`src/rtl/vga_timing_pkg.sv`:
```
// ---------------------------------------------------------------------------
// vga_timing_pkg
// Shared 640x480@60 Hz screen geometry for the VGA timing generator and every
// Render_* block. Holds the raw porch/sync/active numbers, the derived totals
// and sync windows, the 10-bit coordinate type, and two small helpers for
// stepping a raster position and testing coordinate windows.
// ---------------------------------------------------------------------------
package vga_timing_pkg;

    localparam int COORD_W = 10;
    typedef logic [COORD_W-1:0] coord_t;

    // Horizontal geometry, in pixels.
    localparam int H_ACTIVE = 640;
    localparam int H_FP     = 16;
    localparam int H_SYNC   = 96;
    localparam int H_BP     = 48;

    // Vertical geometry, in lines.
    localparam int V_ACTIVE = 480;
    localparam int V_FP     = 10;
    localparam int V_SYNC   = 2;
    localparam int V_BP     = 33;

    localparam int H_TOTAL     = H_ACTIVE + H_FP + H_SYNC + H_BP;
    localparam int V_TOTAL     = V_ACTIVE + V_FP + V_SYNC + V_BP;
    localparam int HSYNC_START = H_ACTIVE + H_FP;
    localparam int HSYNC_END   = HSYNC_START + H_SYNC - 1;
    localparam int VSYNC_START = V_ACTIVE + V_FP;
    localparam int VSYNC_END   = VSYNC_START + V_SYNC - 1;

    // A raster position; h sits in the upper half so {h, v} packs directly.
    typedef struct packed {
        coord_t h;
        coord_t v;
    } pos_t;

    // One raster step: column advances, wrapping into the next line, and the
    // line wraps back to the top of the frame.
    function automatic pos_t next_pos(pos_t cur, int h_len, int v_len);
        pos_t nxt;
        nxt = cur;
        if (cur.h == coord_t'(h_len - 1)) begin
            nxt.h = '0;
            if (cur.v == coord_t'(v_len - 1)) begin
                nxt.v = '0;
            end else begin
                nxt.v = cur.v + coord_t'(1);
            end
        end else begin
            nxt.h = cur.h + coord_t'(1);
        end
        return nxt;
    endfunction

    // Inclusive window test used for the sync pulses.
    function automatic logic in_range(coord_t x, int lo, int hi);
        return (x >= coord_t'(lo)) && (x <= coord_t'(hi));
    endfunction

endpackage

```
`src/rtl/vga_timing_gen_raster_counter.sv`:
```
// ---------------------------------------------------------------------------
// raster_counter
// A column/line counter pair that walks the raster one position per
// 'advance', wrapping at H_LEN columns and V_LEN lines. Reset loads an
// arbitrary start position so the same block can track either the current
// pixel or a position a fixed number of pixels ahead of it.
//
// Ports:
//   clk      in   system clock
//   rst      in   synchronous active-high reset, loads (LOAD_H, LOAD_V)
//   advance  in   step one raster position on this edge
//   h        out  column, 0..H_LEN-1
//   v        out  line,   0..V_LEN-1
// ---------------------------------------------------------------------------
module raster_counter
    import vga_timing_pkg::*;
#(
    parameter int H_LEN  = H_TOTAL,
    parameter int V_LEN  = V_TOTAL,
    parameter int LOAD_H = 0,
    parameter int LOAD_V = 0
) (
    input  logic               clk,
    input  logic               rst,
    input  logic               advance,
    output logic [COORD_W-1:0] h,
    output logic [COORD_W-1:0] v
);

    pos_t stepped;

    assign stepped = next_pos({h, v}, H_LEN, V_LEN);

    always_ff @(posedge clk) begin
        if (rst) begin
            h <= coord_t'(LOAD_H);
            v <= coord_t'(LOAD_V);
        end else if (advance) begin
            h <= stepped.h;
            v <= stepped.v;
        end
    end

endmodule

```
`src/rtl/vga_timing_gen.sv`:
```
// ---------------------------------------------------------------------------
// vga_timing_gen
// Generates VGA raster timing (640x480@60 Hz by default) plus the current
// pixel position and a look-ahead position LOOKAHEAD pixels further along
// the raster, so renderers can register a ROM address early and have the
// data land on the matching pixel. Every output is a register.
//
// Ports:
//   clk          in   system clock (PIX_DIV clks per pixel)
//   rst          in   synchronous active-high reset
//   pix_tick     out  high for the clk in which the raster advances
//   h_cnt/v_cnt  out  current column / line
//   ah_cnt/av_cnt out column / line LOOKAHEAD pixels ahead
//   valid        out  current position is inside the visible area
//   hsync/vsync  out  active-low sync pulses
//   line_start   out  high for the whole pixel period of column 0
//   frame_start  out  high for the whole pixel period of (0,0)
//
// The geometry parameters default to the shared package values; they exist
// so the same generator can drive non-standard (e.g. reduced) rasters.
// ---------------------------------------------------------------------------
module vga_timing_gen
    import vga_timing_pkg::*;
#(
    parameter int PIX_DIV   = 1,
    parameter int LOOKAHEAD = 2,
    parameter int H_ACT     = H_ACTIVE,
    parameter int H_FRONT   = H_FP,
    parameter int H_PULSE   = H_SYNC,
    parameter int H_BACK    = H_BP,
    parameter int V_ACT     = V_ACTIVE,
    parameter int V_FRONT   = V_FP,
    parameter int V_PULSE   = V_SYNC,
    parameter int V_BACK    = V_BP
) (
    input  logic               clk,
    input  logic               rst,
    output logic               pix_tick,
    output logic [COORD_W-1:0] h_cnt,
    output logic [COORD_W-1:0] v_cnt,
    output logic [COORD_W-1:0] ah_cnt,
    output logic [COORD_W-1:0] av_cnt,
    output logic               valid,
    output logic               hsync,
    output logic               vsync,
    output logic               line_start,
    output logic               frame_start
);

    localparam int H_LEN    = H_ACT + H_FRONT + H_PULSE + H_BACK;
    localparam int V_LEN    = V_ACT + V_FRONT + V_PULSE + V_BACK;
    localparam int HS_FIRST = H_ACT + H_FRONT;
    localparam int HS_LAST  = HS_FIRST + H_PULSE - 1;
    localparam int VS_FIRST = V_ACT + V_FRONT;
    localparam int VS_LAST  = VS_FIRST + V_PULSE - 1;

    // The look-ahead pair starts LOOKAHEAD pixels down the raster from (0,0)
    // and then steps in lockstep, so it never needs a multiply or divide.
    localparam int LOAD_H = LOOKAHEAD % H_LEN;
    localparam int LOAD_V = LOOKAHEAD / H_LEN;

    localparam int                DIV_W    = (PIX_DIV > 1) ? $clog2(PIX_DIV) : 1;
    localparam logic [DIV_W-1:0]  DIV_LAST = DIV_W'(PIX_DIV - 1);

    logic [DIV_W-1:0] div_cnt;
    logic [DIV_W-1:0] div_next;
    logic             advance;
    pos_t             cur_next;

    // The raster steps on the last clk of each pixel period. The per-position
    // flags below are derived from the position the counters are about to
    // hold, so they register on the same edge and stay aligned with h/v_cnt.
    always_comb begin
        advance  = (div_cnt == DIV_LAST);
        div_next = advance ? '0 : div_cnt + DIV_W'(1);
        cur_next = {h_cnt, v_cnt};
        if (advance) begin
            cur_next = next_pos({h_cnt, v_cnt}, H_LEN, V_LEN);
        end
    end

    raster_counter #(
        .H_LEN  (H_LEN),
        .V_LEN  (V_LEN),
        .LOAD_H (0),
        .LOAD_V (0)
    ) u_pos (
        .clk     (clk),
        .rst     (rst),
        .advance (advance),
        .h       (h_cnt),
        .v       (v_cnt)
    );

    raster_counter #(
        .H_LEN  (H_LEN),
        .V_LEN  (V_LEN),
        .LOAD_H (LOAD_H),
        .LOAD_V (LOAD_V)
    ) u_ahead (
        .clk     (clk),
        .rst     (rst),
        .advance (advance),
        .h       (ah_cnt),
        .v       (av_cnt)
    );

    // Strobes only change when the raster moves, which stretches them over
    // the full pixel period. Reset clears them and nothing re-raises them
    // until a real step lands on column 0, so the reset frame is silent.
    always_ff @(posedge clk) begin
        if (rst) begin
            div_cnt     <= '0;
            pix_tick    <= 1'b0;
            valid       <= 1'b1;
            hsync       <= 1'b1;
            vsync       <= 1'b1;
            line_start  <= 1'b0;
            frame_start <= 1'b0;
        end else begin
            div_cnt  <= div_next;
            pix_tick <= (div_next == DIV_LAST);
            valid    <= (cur_next.h < coord_t'(H_ACT)) && (cur_next.v < coord_t'(V_ACT));
            hsync    <= !in_range(cur_next.h, HS_FIRST, HS_LAST);
            vsync    <= !in_range(cur_next.v, VS_FIRST, VS_LAST);
            if (advance) begin
                line_start  <= (cur_next.h == '0);
                frame_start <= (cur_next.h == '0) && (cur_next.v == '0);
            end
        end
    end

endmodule

```
`config.mk`:
```
export PLATFORM = sky130hd
export DESIGN_NAME = vga_timing_gen
export DESIGN_NICKNAME = d
export VERILOG_FILES = /design/src/rtl/vga_timing_pkg.sv /design/src/rtl/vga_timing_gen_raster_counter.sv /design/src/rtl/vga_timing_gen.sv
export SDC_FILE = /design/constraint.sdc
export NUM_CORES = 1
export LEC_CHECK = 0
export CAP_MARGIN = 20
export CORE_MARGIN = 5
export CORE_UTILIZATION = 50
export DETAILED_ROUTE_END_ITERATION = 12
export GPL_TIMING_DRIVEN = 0
export PLACE_DENSITY = 0.78
export SYNTH_ARGS = -nofsm -noshare
export SYNTH_HDL_FRONTEND = slang
export SYNTH_SLANG_ARGS = --single-unit
```
`constraint.sdc`:
```
create_clock -name clk -period 2.61 [get_ports clk]
set_input_delay 0.522 -clock clk [delete_from_list [all_inputs] [get_ports clk]]
set_output_delay 0.522 -clock clk [all_outputs]
set_load 0.01 [all_outputs]
```
==> results of run 1 <==
-- state kept, by name, summed over array words and instances (netlist names) --
name and count:
u_pos.h 10, u_ahead.v 10, vsync 1, u_pos.v 10, line_start 1, hsync 1
frame_start 1, valid 1, pix_tick 1, u_ahead.h 10
-- where the power goes --
group / switching (mW) / internal [mW]
clock: 0.252 / 0.285
combinational: 0.0366 / 0.0335
sequential: 0.0145 / 0.712
-- metal layers --
layer,global-route usage (%),wire [um],part of all wire (%)
met5,0,0,0
met1,25.2,2680,48
met2,30.6,2540,46
met4,6.01,61,1.1
met3,4.65,290,5.2
-- critical path: cells and delay by family, from the launching register on --
family | cells | cell delay [ns]
buf+inv | 2 | 0.34
simple gates | 5 | 1.32
fa+ha+maj | 1 | 0.15
xor+xnor | 1 | 0.17
flops | 1 | 0.41
-- metrics by stage --
| step | worst slack, ns | util, % | setup TNS [ns] |
|---|---|---|---|
| 2_1_floorplan | 0.185 | - | 0 |
| 3_3_place_gp | -0.149 | 62.7 | -0.214 |
| 3_5_place_dp | -0.166 | 62.7 | -0.315 |
| 4_1_cts | 0.0172 | 65.5 | 0 |
| 5_1_grt | -0.00386 | 66.3 | -0.00386 |
| 6_report | 0.141 | 66.3 | 0 |
-- what timing repair did --
| item | CTS | global route |
|---|---|---|
| gates cloned | 0 | 0 |
| pin swaps | 1 | 1 |
| gates resized for setup | 3 | 4 |
| setup buffers | 1 | 3 |
| setup endpoints to repair | 3 | 12 |
-- path summary, 6_finish.rpt --
path | start | end
max reg2reg | u_pos.h[1] | frame_start
max | u_pos.h[1] | frame_start
min | u_ahead.h[0] | u_ahead.h[0]
min reg2reg | u_ahead.h[0] | u_ahead.h[0]
-- cell families (layout without fill, tap and decap cells) --
logic type                 count (synthesis)  after routing  share of synthesized area, %
AOI/OAI and AO/OA                         38             38                          11.0
xor gates and xnor gates                  32             32                          11.8
adders and majority gates                  7              7                          3.68
buffers and inverters                     28             86                          5.30
DFF                                       46             46                          38.7
and+or+nand+nor                          129            129                          29.6
-- layout by cell type (no fill, tap or decap), drive strengths merged, types with 3 or more instances in the layout --
| cell type | netlist | layout |
|---|---|---|
| xnor2 | 16 | 16 |
| or2 | 5 | 5 |
| clkbuf | 9 | 13 |
| and3 | 5 | 5 |
| a21oi | 11 | 11 |
| nor4 | 3 | 3 |
| o22ai | 3 | 3 |
| ha | 7 | 7 |
| and4 | 4 | 4 |
| inv | 12 | 12 |
| dfxtp | 46 | 46 |
| clkdlybuf4s50 | 0 | 47 |
| buf | 7 | 11 |
| nand2b | 3 | 3 |
| nor3 | 18 | 18 |
| nand3 | 17 | 17 |
| o21ai | 4 | 4 |
| a31oi | 4 | 4 |
| nand2 | 15 | 15 |
| nor4b | 3 | 3 |
| o2111a | 3 | 3 |
| xor2 | 16 | 16 |
| nand4 | 10 | 10 |
| nor2 | 35 | 35 |
-- cell type report --
class	instances	area, sq um
Timing Repair Buffer	51	500
Inverter	12	45.0
Fill cell	421	1570
Tap cell	54	67.6
Multi-Input combinational cell	206	1360
Clock inverter	3	45.0
Sequential cell	46	926
Clock buffer	5	68.8
Buffer	15	77.6
==> key figures, run 1 <==
Run status
  • Outcome: finished, final reports clean

Clock tree
  • Insertion delay to the later sink of the worst-skew pair: 0.30 ns
  • Total clock sinks: 46
  • Number of hold-repair buffers added at the cts stage: 0
  • CTS H-tree depth: 2
  • Clock Root Buffer: sky130_fd_sc_hd__clkbuf_8
  • TritonCTS clock tree: built
  • Max Buffers Root-to-Sink: 2
  • Number of buffers created by CTS: 5
  • Clock transition at the register clock pins on the worst setup and hold paths after CTS: 0.09 ns

Die
  • Die H: around 79 um
  • Chip Width: 79.0 um
  • Placeable Area: between 0.004 and 0.005 sq mm
  • Number of I/O pins: 48
  • Starting density of the core: slightly above 50%
  • Full die area: 0.00624 sq mm
  • Number of standard-cell rows in the floorplan: 25

Setup path
  • Cells traversed along the worst timing path: ha_1, buf_2, nand4_4, or3_4, buf_6, nor3_4, xnor2_2, nand4b_1, nor4b_2
  • Kind of start point of the critical path: flop
  • Slack of the worst reg-to-reg path: roughly 0.14 ns
  • Maximum fanout along the worst path: 10
  • Category of the critical setup timing path: flop to flop
  • Standard cell with the maximum stage delay on the critical path: sky130_fd_sc_hd__or3_4
  • Maximum cell stage delay along the critical path: ~0.45 ns
  • Worst path arrival time: 2.68 ns
  • Endpoint kind of the worst setup timing path: flop
  • Required time of the worst setup path: 2.82 ns
  • Cell depth of the worst flop-to-flop path: 9

Logic synthesis
  • Synthesis-stage register bit count: 46
  • Count of flip-flops with a built-in enable after synthesis: 0
  • Part of the Yosys area used for sequential elements: around 39%
  • Most common cell in the synthesized netlist: sky130_fd_sc_hd__dfxtp_1
  • Syn Nets: 289
  • Top flip-flop cell by instance count after synthesis: sky130_fd_sc_hd__dfxtp_1
  • Cell type with the highest aggregate area in the netlist: sky130_fd_sc_hd__dfxtp_1
  • Top cells by area in the synthesized netlist: sky130_fd_sc_hd__dfxtp_1 (39%), sky130_fd_sc_hd__xnor2_1 (5.9%), sky130_fd_sc_hd__xor2_1 (5.9%)
  • Post-synth top cells: sky130_fd_sc_hd__dfxtp_1 (46), sky130_fd_sc_hd__nor2_1 (35), sky130_fd_sc_hd__nand3_1 (17)
  • Post-synth top area share: 38.7%
  • Average footprint of a synthesized cell: 8.51 sq um
  • Cell area after technology mapping: 0.00238 sq mm
  • Fraction of synthesis flops using an asynchronous set or reset pin: 0%
  • Syn. warnings: 0
  • Number of different library cells in the post-synthesis netlist: 48
  • Cells after synthesis: 280

Timing
  • Hold violation total from the final report: 0
  • Measured slew at the worst slew-check pin: 0.520 ns
  • Portion of the clock cycle consumed by the worst path in the final layout: 94.6%
  • Shortest clock period the worst path allows after layout: roughly 2.5 ns
  • Tightest slew margin relative to the limit: 65.4%
  • Final hold slack: 0.484 ns
  • Fmax achieved: between 400 and 500 MHz
  • Max-slew violation count: 0
  • Count of endpoints failing setup in the final report: 0
  • Worst Clk Skew: 0.00459 ns

Layout
  • Final standard cell count with taps included and fillers excluded: 392
  • N_diodes: 0
  • Relative area change from synthesis to final layout: 29.7%
  • Fin area: slightly above 0.003 sq mm
  • Fraction of final layout cells with drive strength greater than 1: between 10% and 20%
  • Count of nets after finishing: 346

Drt
  • Drt wl/cell: 14.2 um
  • 1st-pass router iterations: 4
  • DRT antenna net count: 0
  • Detailed-route via count: ~2,200
  • Vias per inst: about 5.6
  • Routed wire length: 5570 um
  • Post-route DRC violation count: 0
  • Number of violations reported at the end of detailed-routing iteration 0: 90

Global route
  • Initial antenna violation count: 0
  • GRT Resource Usage Total: a little under a fifth
  • Vias in the first global route: 2,135
  • Pin count of the biggest net entering global routing: 16
  • Wire length of the first global-routing pass: 9740 um
  • Total grt overflow: 0

Worst hold path
  • Cells on Worst Hold Path: 1
  • Hold/Removal Path Class: flop to flop

Pwr
  • Pwr dens: 432 mW/mm^2
  • Total power of the final layout: 1.33 mW
  • Max IR drop VDD: approximately 0.00025 V
  • Leakage power: between 1 and 1.5 nW

Placement
  • Cell area after placement: 0.00292 sq mm
  • Final HPWL from detailed placement: 3980 um
  • Routability-driven placement congestion ratio: 0.880
  • Port bufs: 47
  • Placed cells: between 300 and 400

Flow run
  • # Max-Cap Violations: 0
No activity file was read; power rests on OpenSTA's default activity.
==> inputs of run 2 (changes only) <==
--- a/config.mk
+++ b/config.mk
@@ -11,6 +11,7 @@
 export DETAILED_ROUTE_END_ITERATION = 12
 export GPL_TIMING_DRIVEN = 0
 export PLACE_DENSITY = 0.78
+export REMOVE_ABC_BUFFERS = 1
 export SYNTH_ARGS = -nofsm -noshare
 export SYNTH_HDL_FRONTEND = slang
 export SYNTH_SLANG_ARGS = --single-unit
==> key figures, run 2 (synthesized netlist as in run 1, its figures left out) <==
Run status
  • Outcome: finished, final reports clean

Global route
  • GRT Resource Usage Total: 18.4% (-0.65 points)
  • Vias in the first global route: 2,081 (-2.5%)
  • Pin count of the biggest net entering global routing: 30 (+14)
  • Total grt overflow: 0 (unchanged)
  • Initial antenna violation count: 0 (unchanged)
  • Wire length of the first global-routing pass: 9360 um (-4.0%)

Clock tree
  • Number of buffers created by CTS: 5 (unchanged)
  • TritonCTS clock tree: built
  • CTS H-tree depth: 2 (unchanged)
  • Number of hold-repair buffers added at the cts stage: 0 (unchanged)
  • Total clock sinks: 46 (unchanged)
  • Max Buffers Root-to-Sink: 2 (unchanged)
  • Insertion delay to the later sink of the worst-skew pair: 0.30 ns (about the same)
  • Clock Root Buffer: sky130_fd_sc_hd__clkbuf_8
  • Clock transition at the register clock pins on the worst setup and hold paths after CTS: 0.09 ns (about the same)

Setup path
  • Category of the critical setup timing path: flop to flop
  • Required time of the worst setup path: 2.79 ns (-0.03 ns)
  • Maximum cell stage delay along the critical path: 0.54 ns (+0.09 ns)
  • Standard cell with the maximum stage delay on the critical path: sky130_fd_sc_hd__or3_4
  • Worst path arrival time: 2.64 ns (-0.04 ns)
  • Stages on worst setup path: 7 (-2)
  • Kind of start point of the critical path: flop
  • Cells traversed along the worst timing path: ha_4, nand4_4, or3_4, nor3_1, xnor2_1, nor4b_2, o211ai_1
  • Worst path top cell family by delay: simple AND/OR/NAND/NOR gates
  • Cell depth of the worst flop-to-flop path: 7 (-2)
  • Endpoint kind of the worst setup timing path: flop
  • Combined buffer and inverter count along the critical path: 0 (-2)
  • Maximum fanout along the worst path: 12 (+2)

Worst hold path
  • Hold/Removal Path Class: flop to flop
  • Cells on Worst Hold Path: 1 (unchanged)

Pwr
  • Max IR drop VDD: 0.000446 V (+75%)
  • Pwr dens: 411 mW/mm^2 (-4.9%)
  • Net Switching: 0.313 mW (+3.5%)
  • Leakage power: 1.13 nW (+0.26%)
  • Fraction of power consumed by the clock network: 36.5% (-3.7 points)
  • Part of the total power dissipated in combinational logic: 5.3% (about the same)
  • Internal power consumption: 0.940 mW (-8.8%)
  • Register share of total power: 58.3% (+3.8 points)
  • Net switching share of the total power: 25.0% (+2.3 points)

Die
  • Number of standard-cell rows in the floorplan: 25 (unchanged)
  • Starting density of the core: 51.1% (unchanged)
  • Die H: 79.0 um (unchanged)
  • Placeable Area: 0.00466 sq mm (unchanged)
  • Number of I/O pins: 48 (unchanged)
  • Chip Width: 79.0 um (unchanged)
  • Full die area: 0.00624 sq mm (unchanged)

Drt
  • Vias per inst: 5.64 (+0.26%)
  • 1st-pass router iterations: 4 (unchanged)
  • Routed wire length: 5580 um (about the same)
  • Amount of wire on met3 after detailed routing: 275 um (-5.2%)
  • Drt wl/cell: 14.7 um (+3.3%)
  • Post-route DRC violation count: 0 (unchanged)
  • Number of violations reported at the end of detailed-routing iteration 0: 75 (-17%)
  • Met2 routed WL: 2730 um (+7.3%)
  • DRT antenna net count: 0 (unchanged)
  • Top sig layer: met4
  • Met1 Wirelength: 2530 um (-5.4%)
  • Detailed-route via count: 2,142 (-2.8%)

Placement
  • Placed cells: 365 (-4.2%)
  • Port bufs: 47 (unchanged)
  • Cell area after placement: 0.00284 sq mm (-2.8%)
  • Post-Place Worst Slack: -0.413 ns (-0.246 ns)
  • Routability-driven placement congestion ratio: 0.844 (-4.0%)
  • Final HPWL from detailed placement: 3910 um (-1.6%)

Layout
  • Fraction of final layout cells with drive strength greater than 1: 10.7% (-0.21 points)
  • Number of filler cells placed in the layout: 397 (-5.7%)
  • N_diodes: 0 (unchanged)
  • Area taken by multi-input logic gates: 0.00139 sq mm (+2.4%)
  • Post-layout utilization of the core: 65.5% (-0.78 points)
  • Highest-count cells in the layout ignoring fill and taps: sky130_fd_sc_hd__clkdlybuf4s50_1 (47), sky130_fd_sc_hd__dfxtp_1 (43), sky130_fd_sc_hd__nor2_1 (35), sky130_fd_sc_hd__nand3_1 (17)
  • Most common library cell in the layout ignoring fill and taps: sky130_fd_sc_hd__clkdlybuf4s50_1
  • Count of nets after finishing: 334 (-3.5%)
  • Final standard cell count with taps included and fillers excluded: 380 (-3.1%)
  • Fin area: 0.00305 sq mm (-1.2%)
  • Relative area change from synthesis to final layout: 28.2%
  • FF+latch area: 925 sq um (-0.14%)

Timing
  • Portion of the clock cycle consumed by the worst path in the final layout: 94.4% (-0.21 points)
  • Fmax achieved: 406 MHz (+0.23%)
  • Shortest clock period the worst path allows after layout: 2.46 ns (-0.00559 ns)
  • Count of endpoints failing setup in the final report: 0 (unchanged)
  • Max-slew violation count: 0 (unchanged)
  • Hold violation total from the final report: 0 (unchanged)
  • Total Negative Setup Slacks: 0 ns (unchanged)
  • Worst-case setup margin in the final layout: 0.146 ns (+0.00559 ns)
  • Setup repair after global routing missed its margin: no
  • Tightest slew margin relative to the limit: 62.2% (-3.2 points)
  • Measured slew at the worst slew-check pin: 0.566 ns (+0.0464 ns)
  • Worst Clk Skew: 0.00877 ns (+0.00418 ns)

Flow run
  • # Max-Cap Violations: 0 (unchanged)
[run 2: cell types whose count changed in the layout (fill, tap and decap cells not counted), moves of 2 or more]
cell / change
sky130_fd_sc_hd__clkbuf_1: -7
sky130_fd_sc_hd__buf_2: -4
sky130_fd_sc_hd__buf_4: +2
sky130_fd_sc_hd__buf_6: -2
sky130_fd_sc_hd__dfxtp_2: +2
[run 2: timing repair]
action / 4_1_cts / 5_1_grt
endpoints found under the setup margin: 4 / 3
resized for setup: 8 / 3
endpoints found under the hold margin: 0 / 0
pin swaps: 0 / 1
buffers inserted: 0 / 6
[run 2: final timing paths]
check	from	endpoint	slack [ns]
worst min-delay path	u_ahead.h[0]	u_ahead.h[0]	0.49
worst max-delay path	u_pos.h[0]	vsync	0.15
worst max register to register	u_pos.h[0]	vsync	0.15
worst min register to register	u_ahead.h[0]	u_ahead.h[0]	0.49
[run 2: stage by stage]
step	power (mW)	hold slack, ns
2_1_floorplan	0.770	0.480
6_report	1.25	0.490
3_5_place_dp	0.807	0.472
4_1_cts	1.26	0.496
5_1_grt	1.30	0.528
3_3_place_gp	0.806	0.462
[run 2: power groups by stage]
stage	combinational, mW	clock, mW	sequential [mW]
2_1_floorplan	0.0236	0	0.747
3_3_place_gp	0.0617	0	0.744
3_5_place_dp	0.0631	0	0.744
4_1_cts	0.0646	0.465	0.730
5_1_grt	0.0732	0.493	0.734
6_report	0.0660	0.457	0.730
[run 2: cell type report]
class | instances | share of cell area, %
inverters | 12 | 1.48
clock inverters | 3 | 0.820
multi-input cells | 206 | 45.6
clock buffers | 5 | 2.25
well taps | 54 | 2.21
repair buffers | 54 | 17.4
flip-flops and latches | 46 | 30.3
[run 2: layer usage]
layer	global-route usage, %	up-vias
met5	0	-
met4	6.01	0
met2	30.6	57
met3	4.20	4
li1	-	1074
met1	23.7	1007
==> inputs of run 3 (changes only) <==
==> constraint.sdc (replaced) <==
create_clock -name clk -period 3.1 [get_ports clk]
set_input_delay 0.62 -clock clk [delete_from_list [all_inputs] [get_ports clk]]
set_output_delay 0.62 -clock clk [all_outputs]
set_load 0.01 [all_outputs]
==> key figures, run 3 (synthesized netlist as in run 1, its figures left out) <==
Run status
  • Outcome: finished, final reports clean

Timing
  • Measured slew at the worst slew-check pin: 0.621 ns (+0.0546 ns)
  • Count of endpoints failing setup in the final report: 0 (unchanged)
  • Fmax achieved: 348 MHz (-14%)
  • Hold violation total from the final report: 0 (unchanged)
  • Total Negative Setup Slacks: 0 ns (unchanged)
  • Setup repair after global routing missed its margin: no
  • Worst-case setup margin in the final layout: 0.226 ns (+0.0801 ns)
  • Max-slew violation count: 0 (unchanged)
  • Portion of the clock cycle consumed by the worst path in the final layout: 92.7% (-1.7 points)
  • Tightest slew margin relative to the limit: 58.5% (-3.7 points)
  • Shortest clock period the worst path allows after layout: 2.87 ns (+0.410 ns)
  • Worst Clk Skew: 0.00942 ns (+0.000657 ns)

Global route
  • GRT Resource Usage Total: 18.1% (-0.34 points)
  • Pin count of the biggest net entering global routing: 30 (unchanged)
  • Initial antenna violation count: 0 (unchanged)
  • Wire length of the first global-routing pass: 9180 um (-1.9%)
  • Vias in the first global route: 2,040 (-2.0%)
  • Total grt overflow: 0 (unchanged)

Clock tree
  • Number of buffers created by CTS: 5 (unchanged)
  • Post CTS Setup Buffer Count: 0 (unchanged)
  • Clock transition at the register clock pins on the worst setup and hold paths after CTS: 0.10 ns (about the same)
  • Total clock sinks: 46 (unchanged)
  • Number of hold-repair buffers added at the cts stage: 0 (unchanged)
  • CTS H-tree depth: 2 (unchanged)
  • TritonCTS clock tree: built
  • Clock Root Buffer: sky130_fd_sc_hd__clkbuf_8
  • Insertion delay to the later sink of the worst-skew pair: 0.31 ns (about the same)
  • Max Buffers Root-to-Sink: 2 (unchanged)

Die
  • Chip Width: 79.0 um (unchanged)
  • Placeable Area: 0.00466 sq mm (unchanged)
  • Number of standard-cell rows in the floorplan: 25 (unchanged)
  • Full die area: 0.00624 sq mm (unchanged)
  • Die H: 79.0 um (unchanged)
  • Number of I/O pins: 48 (unchanged)
  • Starting density of the core: 51.1% (unchanged)

Layout
  • Highest-count cells in the layout ignoring fill and taps: sky130_fd_sc_hd__clkdlybuf4s50_1 (47), sky130_fd_sc_hd__dfxtp_1 (46), sky130_fd_sc_hd__nor2_1 (35), sky130_fd_sc_hd__nand3_1 (17)
  • Final standard cell count with taps included and fillers excluded: 374 (-1.6%)
  • Fraction of final layout cells with drive strength greater than 1: 7.19% (-3.5 points)
  • Most common library cell in the layout ignoring fill and taps: sky130_fd_sc_hd__clkdlybuf4s50_1
  • N_diodes: 0 (unchanged)
  • Relative area change from synthesis to final layout: 25.0%
  • Fin area: 0.00298 sq mm (-2.5%)
  • Count of nets after finishing: 328 (-1.8%)
  • Number of filler cells placed in the layout: 407 (+2.5%)

Drt
  • DRT antenna net count: 0 (unchanged)
  • Number of violations reported at the end of detailed-routing iteration 0: 93 (+24%)
  • Routed wire length: 5440 um (-2.6%)
  • Detailed-route via count: 2,108 (-1.6%)
  • Post-route DRC violation count: 0 (unchanged)
  • Drt wl/cell: 14.5 um (-1.0%)
  • 1st-pass router iterations: 4 (unchanged)
  • Vias per inst: 5.64 (about the same)

Setup path
  • Maximum fanout along the worst path: 12 (unchanged)
  • Cells traversed along the worst timing path: ha_2, nand4_4, or3_4, nor4_1, xnor2_1, a21oi_1, nor4b_1
  • Endpoint kind of the worst setup timing path: flop
  • Category of the critical setup timing path: flop to flop
  • Required time of the worst setup path: 3.29 ns (+0.50 ns)
  • Standard cell with the maximum stage delay on the critical path: sky130_fd_sc_hd__or3_4
  • Worst path arrival time: 3.06 ns (+0.42 ns)
  • Maximum cell stage delay along the critical path: 0.53 ns (about the same)
  • Kind of start point of the critical path: flop

Pwr
  • Leakage power: 1.08 nW (-4.4%)
  • Total power of the final layout: 1.06 mW (-16%)
  • Pwr dens: 355 mW/mm^2 (-14%)
  • Max IR drop VDD: 0.000276 V (-38%)

Placement
  • Cell area after placement: 0.00284 sq mm (unchanged)
  • Routability-driven placement congestion ratio: 0.844 (unchanged)
  • Placed cells: 365 (unchanged)
  • Post-Place Worst Slack: 0.0775 ns (+0.490 ns)
  • Port bufs: 47 (unchanged)
  • Final HPWL from detailed placement: 3910 um (unchanged)

Flow run
  • # Max-Cap Violations: 0 (unchanged)

Worst hold path
  • Hold/Removal Path Class: flop to flop
-- run 3: changes by cell type in the layout (fill, tap and decap cells not counted), sizes merged --
| cell | before | now |
|---|---|---|
| buf | 7 | 1 |
-- run 3: repair_timing --
item | 4_1_cts | 5_1_grt
endpoints found under the setup margin | 0 | 3
gates resized for setup | 0 | 3
hold endpoints to repair | 0 | 0
-- run 3: final timing paths --
kind | start | to | slack (ns) | cells past startpoint
max | u_pos.h[0] | frame_start | 0.23 | 7
min | u_ahead.h[0] | u_ahead.h[0] | 0.49 | 1
max reg2reg | u_pos.h[0] | frame_start | 0.23 | 7
min reg2reg | u_ahead.h[0] | u_ahead.h[0] | 0.49 | 1
-- run 3: power breakdown --
part	total (mW)	leakage, nW	internal (mW)	switching [mW]
Sequential	0.613	0.372	0.600	0.0137
Combinational	0.0568	0.665	0.0297	0.0271
Clock	0.387	0.0447	0.163	0.224
-- run 3: worst max-delay path, delay by kind of cell (launching register included) --
| family | cells | cell delay [ns] |
|---|---|---|
| AO/OA/AOI/OAI | 1 | 0.14 |
| XOR/XNOR | 1 | 0.30 |
| adder cells (fa/ha/maj) | 1 | 0.32 |
| flip-flops | 1 | 0.47 |
| AND/OR/NAND/NOR | 4 | 1.53 |
-- run 3: area by class of cell --
cell class                      instances  area, sq um  area share [%]
Multi-Input combinational cell        206         1350            45.4
Sequential cell                        46          921            30.9
Timing Repair Buffer                   48          498            16.7
Clock buffer                            5         68.8            2.31
Tap cell                               54         67.6            2.27
Inverter                               12         45.0            1.51
Clock inverter                          3         25.0           0.840
-- run 3: through the flow --
| step | utilization [%] | hold WS (ns) |
|---|---|---|
| floorplan | - | 0.480 |
| global placement | 60.9 | 0.462 |
| detailed placement | 60.9 | 0.472 |
| CTS | 62.9 | 0.496 |
| global route | 63.9 | 0.528 |
| finish | 63.9 | 0.493 |
-- run 3: layer usage --
metal	vias to the layer above	routed length [um]	track usage, %
li1	1056	-	-
met1	991	2470	23.3
met2	58	2680	29.9
met4	0	20	5.84
met5	-	0	0
met3	3	262	4.31
